<file path="src/rtl/alu_issue_stage.sv">
// ---------------------------------------------------------------------------
// alu_issue_stage
//
// ID/EX issue stage of the pipelined MIPS datapath. It decodes opcode/funct
// into a 4-bit ALU control code and selects the two signed 16-bit operands.
// It registers them and presents them to the combinational ALU with a
// valid/ready handshake. Multiply and divide are held in the stage for
// MUL_CYCLES / DIV_CYCLES cycles before out_valid rises. This gives the ALU
// time to settle before EX/MEM captures the result.
//
// Ports
//   clk, rst_n          clock, asynchronous active-low reset
//   in_valid/in_ready   upstream handshake (in_ready depends on state and
//                       out_ready only)
//   opcode, funct       instruction[31:26], instruction[5:0]
//   rs_val, rt_val, imm register values and sign-extended immediate
//   flush               synchronous squash; overrides everything else
//   alu_op1, alu_op2    registered operands to the ALU
//   alu_ctrl            registered ALU control code
//   out_valid/out_ready downstream handshake
//   illegal_op          held op was undecodable
//   div_zero            held op was a divide by zero
// ---------------------------------------------------------------------------
module alu_issue_stage #(
  parameter int MUL_CYCLES = 2,
  parameter int DIV_CYCLES = 4
) (
  input  logic        clk,
  input  logic        rst_n,
  input  logic        in_valid,
  output logic        in_ready,
  input  logic [5:0]  opcode,
  input  logic [5:0]  funct,
  input  logic [15:0] rs_val,
  input  logic [15:0] rt_val,
  input  logic [15:0] imm,
  input  logic        flush,
  output logic [15:0] alu_op1,
  output logic [15:0] alu_op2,
  output logic [3:0]  alu_ctrl,
  output logic        out_valid,
  input  logic        out_ready,
  output logic        illegal_op,
  output logic        div_zero
);

  // ALU control codes
  localparam logic [3:0] CTRL_ADD   = 4'b0000;
  localparam logic [3:0] CTRL_SUB   = 4'b0001;
  localparam logic [3:0] CTRL_DIV   = 4'b0010;
  localparam logic [3:0] CTRL_MUL   = 4'b0011;
  localparam logic [3:0] CTRL_PASS2 = 4'b0100;
  localparam logic [3:0] CTRL_AND   = 4'b0110;
  localparam logic [3:0] CTRL_OR    = 4'b0111;
  localparam logic [3:0] CTRL_ADDR  = 4'b1000;
  localparam logic [3:0] CTRL_NOP   = 4'b1001;

  // Opcodes and R-type functs
  localparam logic [5:0] OPC_RTYPE = 6'b000000;
  localparam logic [5:0] OPC_ADDI  = 6'b001000;
  localparam logic [5:0] OPC_LW    = 6'b100011;
  localparam logic [5:0] OPC_SW    = 6'b101011;
  localparam logic [5:0] OPC_LUI   = 6'b001111;
  localparam logic [5:0] OPC_BEQ   = 6'b000100;
  localparam logic [5:0] FN_ADD    = 6'b100000;
  localparam logic [5:0] FN_SUB    = 6'b100010;
  localparam logic [5:0] FN_DIV    = 6'b011010;
  localparam logic [5:0] FN_MUL    = 6'b011000;
  localparam logic [5:0] FN_AND    = 6'b100100;
  localparam logic [5:0] FN_OR     = 6'b100101;

  localparam int MAX_LAT = (MUL_CYCLES > DIV_CYCLES) ? MUL_CYCLES : DIV_CYCLES;
  localparam int CNT_W   = (MAX_LAT > 1) ? $clog2(MAX_LAT) : 1;

  typedef enum logic [1:0] {
    S_EMPTY,
    S_BUSY,
    S_VALID
  } state_t;

  state_t            state;
  logic [CNT_W-1:0]  cnt;

  // Decoded view of the instruction currently on the inputs
  logic [3:0]        raw_ctrl;
  logic [15:0]       raw_op2;
  logic              raw_legal;
  logic [3:0]        dec_ctrl;
  logic [15:0]       dec_op1;
  logic [15:0]       dec_op2;
  logic              dec_ill;
  logic              dec_dz;
  logic              dec_multi;
  logic [CNT_W-1:0]  dec_cnt;
  logic              accept;

  // NOTE: every signal assigned in an always_comb gets a default at the top,
  // so no path leaves it unassigned and no latch is inferred.
  always_comb begin
    raw_ctrl  = CTRL_NOP;
    raw_op2   = '0;
    raw_legal = 1'b1;
    case (opcode)
      OPC_RTYPE: begin
        raw_op2 = rt_val;
        case (funct)
          FN_ADD:  raw_ctrl = CTRL_ADD;
          FN_SUB:  raw_ctrl = CTRL_SUB;
          FN_DIV:  raw_ctrl = CTRL_DIV;
          FN_MUL:  raw_ctrl = CTRL_MUL;
          FN_AND:  raw_ctrl = CTRL_AND;
          FN_OR:   raw_ctrl = CTRL_OR;
          default: raw_legal = 1'b0;
        endcase
      end
      OPC_ADDI: begin
        raw_ctrl = CTRL_ADD;
        raw_op2  = imm;
      end
      OPC_LW, OPC_SW: begin
        raw_ctrl = CTRL_ADDR;
        raw_op2  = imm;
      end
      OPC_LUI: begin
        raw_ctrl = CTRL_PASS2;
        raw_op2  = imm;
      end
      OPC_BEQ: begin
        raw_ctrl = CTRL_SUB;
        raw_op2  = rt_val;
      end
      default: raw_legal = 1'b0;
    endcase
  end

  // Illegal ops and divide-by-zero both become zero-operand no-ops.
  // A divide by zero also loses its multi-cycle hold.
  always_comb begin
    dec_ctrl = raw_ctrl;
    dec_op1  = rs_val;
    dec_op2  = raw_op2;
    dec_ill  = 1'b0;
    dec_dz   = 1'b0;
    if (!raw_legal) begin
      dec_ctrl = CTRL_NOP;
      dec_op1  = '0;
      dec_op2  = '0;
      dec_ill  = 1'b1;
    end else if (raw_ctrl == CTRL_DIV && rt_val == 16'h0000) begin
      dec_ctrl = CTRL_NOP;
      dec_op1  = '0;
      dec_op2  = '0;
      dec_dz   = 1'b1;
    end
  end

  // The BUSY counter is loaded with LAT-1. It leaves BUSY on the cycle the
  // counter reaches zero, so out_valid rises LAT-1 edges after accept.
  always_comb begin
    dec_multi = 1'b0;
    dec_cnt   = '0;
    if (dec_ctrl == CTRL_MUL && MUL_CYCLES > 1) begin
      dec_multi = 1'b1;
      dec_cnt   = CNT_W'(MUL_CYCLES - 1);
    end else if (dec_ctrl == CTRL_DIV && DIV_CYCLES > 1) begin
      dec_multi = 1'b1;
      dec_cnt   = CNT_W'(DIV_CYCLES - 1);
    end
  end

  assign in_ready = (state == S_EMPTY) || (state == S_VALID && out_ready);
  assign accept   = in_valid && in_ready;

  // NOTE: state registers use non-blocking assignments so every flop samples
  // the pre-edge values, independent of statement order.
  always_ff @(posedge clk or negedge rst_n) begin
    if (!rst_n) begin
      state      <= S_EMPTY;
      cnt        <= '0;
      alu_op1    <= '0;
      alu_op2    <= '0;
      alu_ctrl   <= CTRL_NOP;
      out_valid  <= 1'b0;
      illegal_op <= 1'b0;
      div_zero   <= 1'b0;
    end else if (flush) begin
      state      <= S_EMPTY;
      cnt        <= '0;
      alu_op1    <= '0;
      alu_op2    <= '0;
      alu_ctrl   <= CTRL_NOP;
      out_valid  <= 1'b0;
      illegal_op <= 1'b0;
      div_zero   <= 1'b0;
    end else if (accept) begin
      // Load from EMPTY, or replace a VALID op that is leaving this cycle
      alu_op1    <= dec_op1;
      alu_op2    <= dec_op2;
      alu_ctrl   <= dec_ctrl;
      illegal_op <= dec_ill;
      div_zero   <= dec_dz;
      cnt        <= dec_cnt;
      state      <= dec_multi ? S_BUSY : S_VALID;
      out_valid  <= !dec_multi;
    end else begin
      case (state)
        S_BUSY: begin
          // out_ready is deliberately ignored while the ALU settles
          cnt <= cnt - CNT_W'(1);
          if (cnt == CNT_W'(1)) begin
            state     <= S_VALID;
            out_valid <= 1'b1;
          end
        end
        S_VALID: begin
          if (out_ready) begin
            state      <= S_EMPTY;
            cnt        <= '0;
            alu_op1    <= '0;
            alu_op2    <= '0;
            alu_ctrl   <= CTRL_NOP;
            out_valid  <= 1'b0;
            illegal_op <= 1'b0;
            div_zero   <= 1'b0;
          end
        end
        default: ;
      endcase
    end
  end

endmodule

</file>
<file path="config.mk">
export PLATFORM = sky130hd
export DESIGN_NAME = alu_issue_stage
export DESIGN_NICKNAME = d
export VERILOG_FILES = /design/src/rtl/alu_issue_stage.sv
export SDC_FILE = /design/constraint.sdc
export NUM_CORES = 1
export LEC_CHECK = 0
export ABC_CLOCK_PERIOD_IN_PS = 2800
export BUFFER_PORTS_ARGS = -buffer_cell sky130_fd_sc_hd__clkbuf_2
export CAP_MARGIN = 25
export CORE_ASPECT_RATIO = 1.2
export CORE_MARGIN = 2
export CORE_UTILIZATION = 47
export DETAILED_ROUTE_END_ITERATION = 12
export PLACE_DENSITY = 0.81
export SYNTH_ARGS = -nofsm -noshare
export SYNTH_HDL_FRONTEND = slang
export SYNTH_SLANG_ARGS = --single-unit
</file>
<file path="constraint.sdc">
create_clock -name clk -period 2.8 [get_ports clk]
set_input_delay 0.42 -clock clk [delete_from_list [all_inputs] [get_ports clk]]
set_output_delay 0.42 -clock clk [all_outputs]
set_load 0.02 [all_outputs]
</file>
# Word-level counts from Yosys, hierarchy flattened

Cells that the tools add are included.

Div/mod/pow operators: 0
Reductions and logical operators: 19
Multiply operators: 0
Equality and inequality tests: 19
$lt $le $gt $ge: 0
Multiplexer cells: 47
Shift operators: 0
Bitwise operators: 0
Add/subtract/negate cells: 1

Operators with widths:

| cell               | count |
|---|---|
| $mux 16            | 10 |
| $eq 6x6->1 const B | 6 |
| $pmux 16 s2        | 1 |
| $mux 4             | 6 |
| $pmux 4 s6         | 1 |
| $pmux 4 s5         | 1 |
| $mux 2             | 9 |
| $logic_not 16->1   | 1 |
| $mux 1             | 15 |
| $eq 4x2->1 const B | 3 |
| $eq 6x4->1 const B | 2 |
| $eq 6x5->1 const B | 2 |
| $ne 4x4->1 const B | 2 |
| $pmux 2 s2         | 2 |
| $eq 6x3->1 const B | 1 |
| $logic_not 6->1    | 1 |
| $reduce_bool 3->1  | 2 |
| $reduce_or 6->1    | 1 |
| $reduce_or 5->1    | 1 |
| $eq 2x1->1 const B | 2 |
| $pmux 1 s2         | 2 |
| $reduce_and 2->1   | 2 |
| $reduce_bool 4->1  | 1 |
| $reduce_or 2->1    | 2 |
| other kinds (8)    | 10 |

Output and inout port bits: 40
Memories kept: 0
Word-level logic and storage cells: 94
Bits in latches: 0
Bits in read-only memories: 0
Register bits after elaboration: 43
Bits in writable memories: 0

# Depth between registers and ports, before layout

Depth after elaboration: 13
Mapped depth: 9
Mapped depth without buffers: 7

# Worst setup path before layout

OpenSTA, ideal clock, no wires.

Path kind: register to register
Start: reg out_valid (netlist name)
End: reg alu_ctrl[2]
Library setup time: 122 ps
Arrival: 2006 ps
Period minus slack after synthesis: 2127 ps
Slack: 673 ps
Buffers on the path: 2
Stages on the path, launching flop included: 10
Cells stage by stage: dfrtp_1 > inv_1 > ha_1 > a21o_1 > and2_1 > nor2b_1 > o21a_1 > buf_4 > buf_6 > a32o_1

RTL lines:

| element              | line | text |
|---|---|---|
| end signal, assigned | 199  | `alu_ctrl <= dec_ctrl;` |
| end, declared        | 40   | `output logic [3:0] alu_ctrl,` |

# Final worst setup path

Start: reg state[0]
End: reg alu_op1[6]

Longest elaborated chain between the ends: 6

Ends and longest elaborated chain:

| element                                                | line     | text |
|---|---|---|
| start, declared                                        | 81       | `state_t state;` |
| start signal, assigned                                 | 203      | `state <= dec_multi ? S_BUSY : S_VALID;` |
| $eq 2x2->1                                             | 171, 206 |  |
| $logic_and 1x1->1                                      | 171      | `assign in_ready = (state == S_EMPTY) \|\| (state == S_VALID && out_ready);` |
| $logic_or 1x1->1                                       | 171      |  |
| $logic_and 1x1->1                                      | 172      | `assign accept = in_valid && in_ready;` |
| $reduce_bool 3->1 (no line) or $mux 16 (tied branches) | -        |  |
| $reduce_and 2->1 (no line) or $mux 16 (tied branches)  | -        |  |
| end signal, assigned                                   | 197      | `alu_op1 <= dec_op1;` |
| end, declared                                          | 38       | `output logic [15:0] alu_op1,` |

Parallel ways exist; a longest one is shown, timed or not.
A chain may end at the register's enable or synchronous reset.

==> out/metrics.csv <==
stage;metric;value;unit
synthesis;prevailing post-synth register cell;dfrtp_1;
floorplanning;Std-Cell Rows;27;
worst_setup_path;Slowest cell on crit path;dfrtp_1;
global_route;vias in the first global route;2057;
synthesis;Post-Syn Instances;208;
drt;routed vias/inst;5.75;
global_route;GRT Max-Usage Layer;met2;
worst_setup_path;Worst Setup Path Type;register to register;
timing;worst relative slew slack;49.4;%
synthesis;largest cells by area after synthesis;dfrtp_1 (45%), a32o_1 (8.6%), a22oi_1 (5.5%), o21ai_1 (4.3%), nand2_1 (4.3%);
worst_setup_path;R2R setup slack;0.60;ns
worst_setup_path;Worst Path Max Fanout;19;
drt;drt total wl;5830;um
placement;post-place setup slack;0.356;ns
final_layout;Final Non-Filler Cells;372;
worst_setup_path;Worst Setup Start Kind;register;
synthesis;Synth Register Bits;42;
synthesis;ys async rst share;100;%
final_layout;fin nets;383;
final_layout;post-route cell area;2870;sq um
timing;clock skew;0.00678;ns
worst_setup_path;delay of the slowest critical-path stage;0.41;ns
synthesis;top-area cell type share of the netlist area;45.5;%
placement;Area after DPL;2790;sq um
cts;Clk pin slew, worst setup/hold paths;0.08;ns
global_route;grt met3 use;3.54;%
drt;drt wl/cell;15.7;um
placement;Final HPWL DP;4430;um
floorplanning;die footprint;5250;sq um
global_route;GR Util All Layers;23.6;%
cts;Post-CTS Resized;0;
synthesis;register area share after synthesis;47.9;%
cts;postcts setup bufs;0;
timing;Fmax;454;MHz
job;Max-Cap Viols;0;
timing;Final Critical Period;2.20;ns
cts;Clock Path Buffers;2;
cts;clock sink count;42;
worst_setup_path;crit path DAT;2.43;ns
cts;worst-skew pair later-pin latency;0.29;ns
synthesis;Synth Net Count;277;
power;Static Leak;1.36;nW
global_route;largest net degree at the start of global routing;39;
drt;Starting DRT DRC Count;113;
synthesis;Unique masters post-synth;49;
timing;Finish-stage setup viols;0;
synthesis;leading area contributor after synthesis;dfrtp_1;
global_route;met2 usage;40.9;%
global_route;initial antenna violation count;0;
synthesis;count leader, synth;dfrtp_1;
timing;final hold slack;0.192;ns
global_route;gr ovfl total;0;
floorplanning;initial core utilization;48.3;%
timing;RSZ-0062 raised after global routing;false;
worst_setup_path;data required time at the worst endpoint;3.03;ns
floorplanning;Die W;66.5;um
cts;CTS buffer count;5;
worst_setup_path;Worst Setup End Kind;register;
synthesis;commonest cells in the netlist;dfrtp_1 (40), nand2_1 (25), a32o_1 (19), o21ai_1 (19), a22oi_1 (16);
timing;worst setup slack after layout;0.597;ns
cts;CTS tree;done;
global_route;met1 usage;29.7;%
cts;# hold bufs at CTS;0;
status;status;complete, no violations;
synthesis;number of synthesized flops with an enable pin;0;
final_layout;ratio of cells with drive above 1 in the final layout;41.1;%
placement;GPL Wtd Cong;0.828;
floorplanning;boundary pin count;105;
drt;DRC viols;0;
cts;clock root cell;clkbuf_8;
placement;DP Cell Count;364;
min_path;Hold Path Class;input pin to asynchronous set/reset pin;
drt;Final ANT Viol Nets;0;
power;Power Total;1.23;mW
timing;Setup TNS;0;ns
final_layout;Layout Utilization;63.0;%
power;maximum vdd ir drop;0.289;mV
placement;port buffer count;104;
floorplanning;die height;79.0;um
synthesis;Yosys warning count;0;
synthesis;synthesized area per cell;10.6;sq um
timing;Worst Max-Slew Pin Slew;0.759;ns
timing;final hold violations;0;
power;PD cells;428;nW/um^2
global_route;first-pass GRT wire length;9600;um
drt;DR pass1 iterations;5;
final_layout;area grow syn2layout;30.6;%
timing;period utilisation layout;78.7;%
final_layout;ant diodes;0;
drt;Vias;2140;
timing;Max Slew Vio Count;0;
synthesis;Post-Syn Area;2200;sq um
floorplanning;Core Footprint;4560;sq um
cts;CTS HTree Levels;2;
worst_setup_path;crit path cell chain;inv_1 -> ha_1 -> a21o_1 -> and2_1 -> nor2b_1 -> o21a_1 -> buf_4 -> a32o_1;
## worst paths after layout
path / start / endpoint / cells past startpoint
max: state[0]$_DFFE_PN0P_ / alu_op1[6]$_DFFE_PN0P_ / 8
max reg2reg: state[0]$_DFFE_PN0P_ / alu_op1[6]$_DFFE_PN0P_ / 8
max in group asynchronous: rst_n / alu_ctrl[3]$_DFFE_PN1P_ / 2
min: rst_n / alu_op2[7]$_DFFE_PN0P_ / 1
min in group clk: rs_val[4] / alu_op1[4]$_DFFE_PN0P_ / 2
min reg2reg: alu_ctrl[3]$_DFFE_PN1P_ / alu_ctrl[3]$_DFFE_PN1P_ / 2
## report_power, final
group	switching [mW]	total, mW	internal (mW)
Sequential	0.0103	0.630	0.620
Clock	0.200	0.367	0.168
Combinational	0.140	0.232	0.0925
Total	0.350	1.23	0.880
## cell type report
| cell class | instances | area (sq um) |
|---|---|---|
| clock buffer | 5 | 68.8 |
| inverter | 7 | 26.3 |
| multi-input combinational | 147 | 1070 |
| timing repair buffer | 111 | 573 |
| tap | 58 | 72.6 |
| clock inverter | 2 | 10.0 |
| fill | 428 | 1690 |
| sequential | 42 | 1050 |
## critical path, delay by kind of cell (launching register included)
kind                       cells  cell delay [ns]
and+or+nand+nor                2             0.56
AOI/OAI and AO/OA              3             0.55
DFF                            1             0.41
buffers and inverters          2             0.32
adders and majority gates      1             0.30
## placed cells by master (no fill, tap or decap), drive strengths merged, types with 2 or more instances in the layout
| cell | synthesis | layout |
|---|---|---|
| o21a | 2 | 2 |
| nand2b | 2 | 2 |
| a21oi | 4 | 4 |
| a22oi | 16 | 16 |
| inv | 7 | 7 |
| nand2 | 25 | 25 |
| dfrtp | 40 | 40 |
| ha | 4 | 4 |
| nor2b | 2 | 2 |
| a32o | 19 | 19 |
| nand3b | 5 | 5 |
| a221oi | 3 | 3 |
| clkinv | 0 | 2 |
| o21ai | 23 | 23 |
| dfstp | 2 | 2 |
| clkbuf | 5 | 109 |
| o31ai | 2 | 2 |
| nor4 | 6 | 6 |
| buf | 7 | 7 |
| nor2 | 5 | 5 |
| nor3b | 2 | 2 |
| nor3 | 4 | 4 |
| o211ai | 2 | 2 |
| a21o | 3 | 3 |
| o21bai | 2 | 2 |
## registers in the layout, summed over array words and instances (netlist names)
signal / count
alu_op1: 16
state: 1
out_valid: 1
illegal_op: 1
cnt: 2
div_zero: 1
alu_op2: 16
alu_ctrl: 4
## routing by layer
metal  vias up  wire length [um]
met5         -                 0
met1      1046              2440
met2        69              3050
met4         0               112
li1       1015                 -
met3        10               229
## cell families after synthesis
group	share of synthesized area [%]
adders and majority gates	2.27
muxes	0.455
buffers and inverters	4.32
and+or+nand+nor	16.1
AOI/OAI and AO/OA	28.9
DFF	47.9
(Power assumes the default switching activity.)
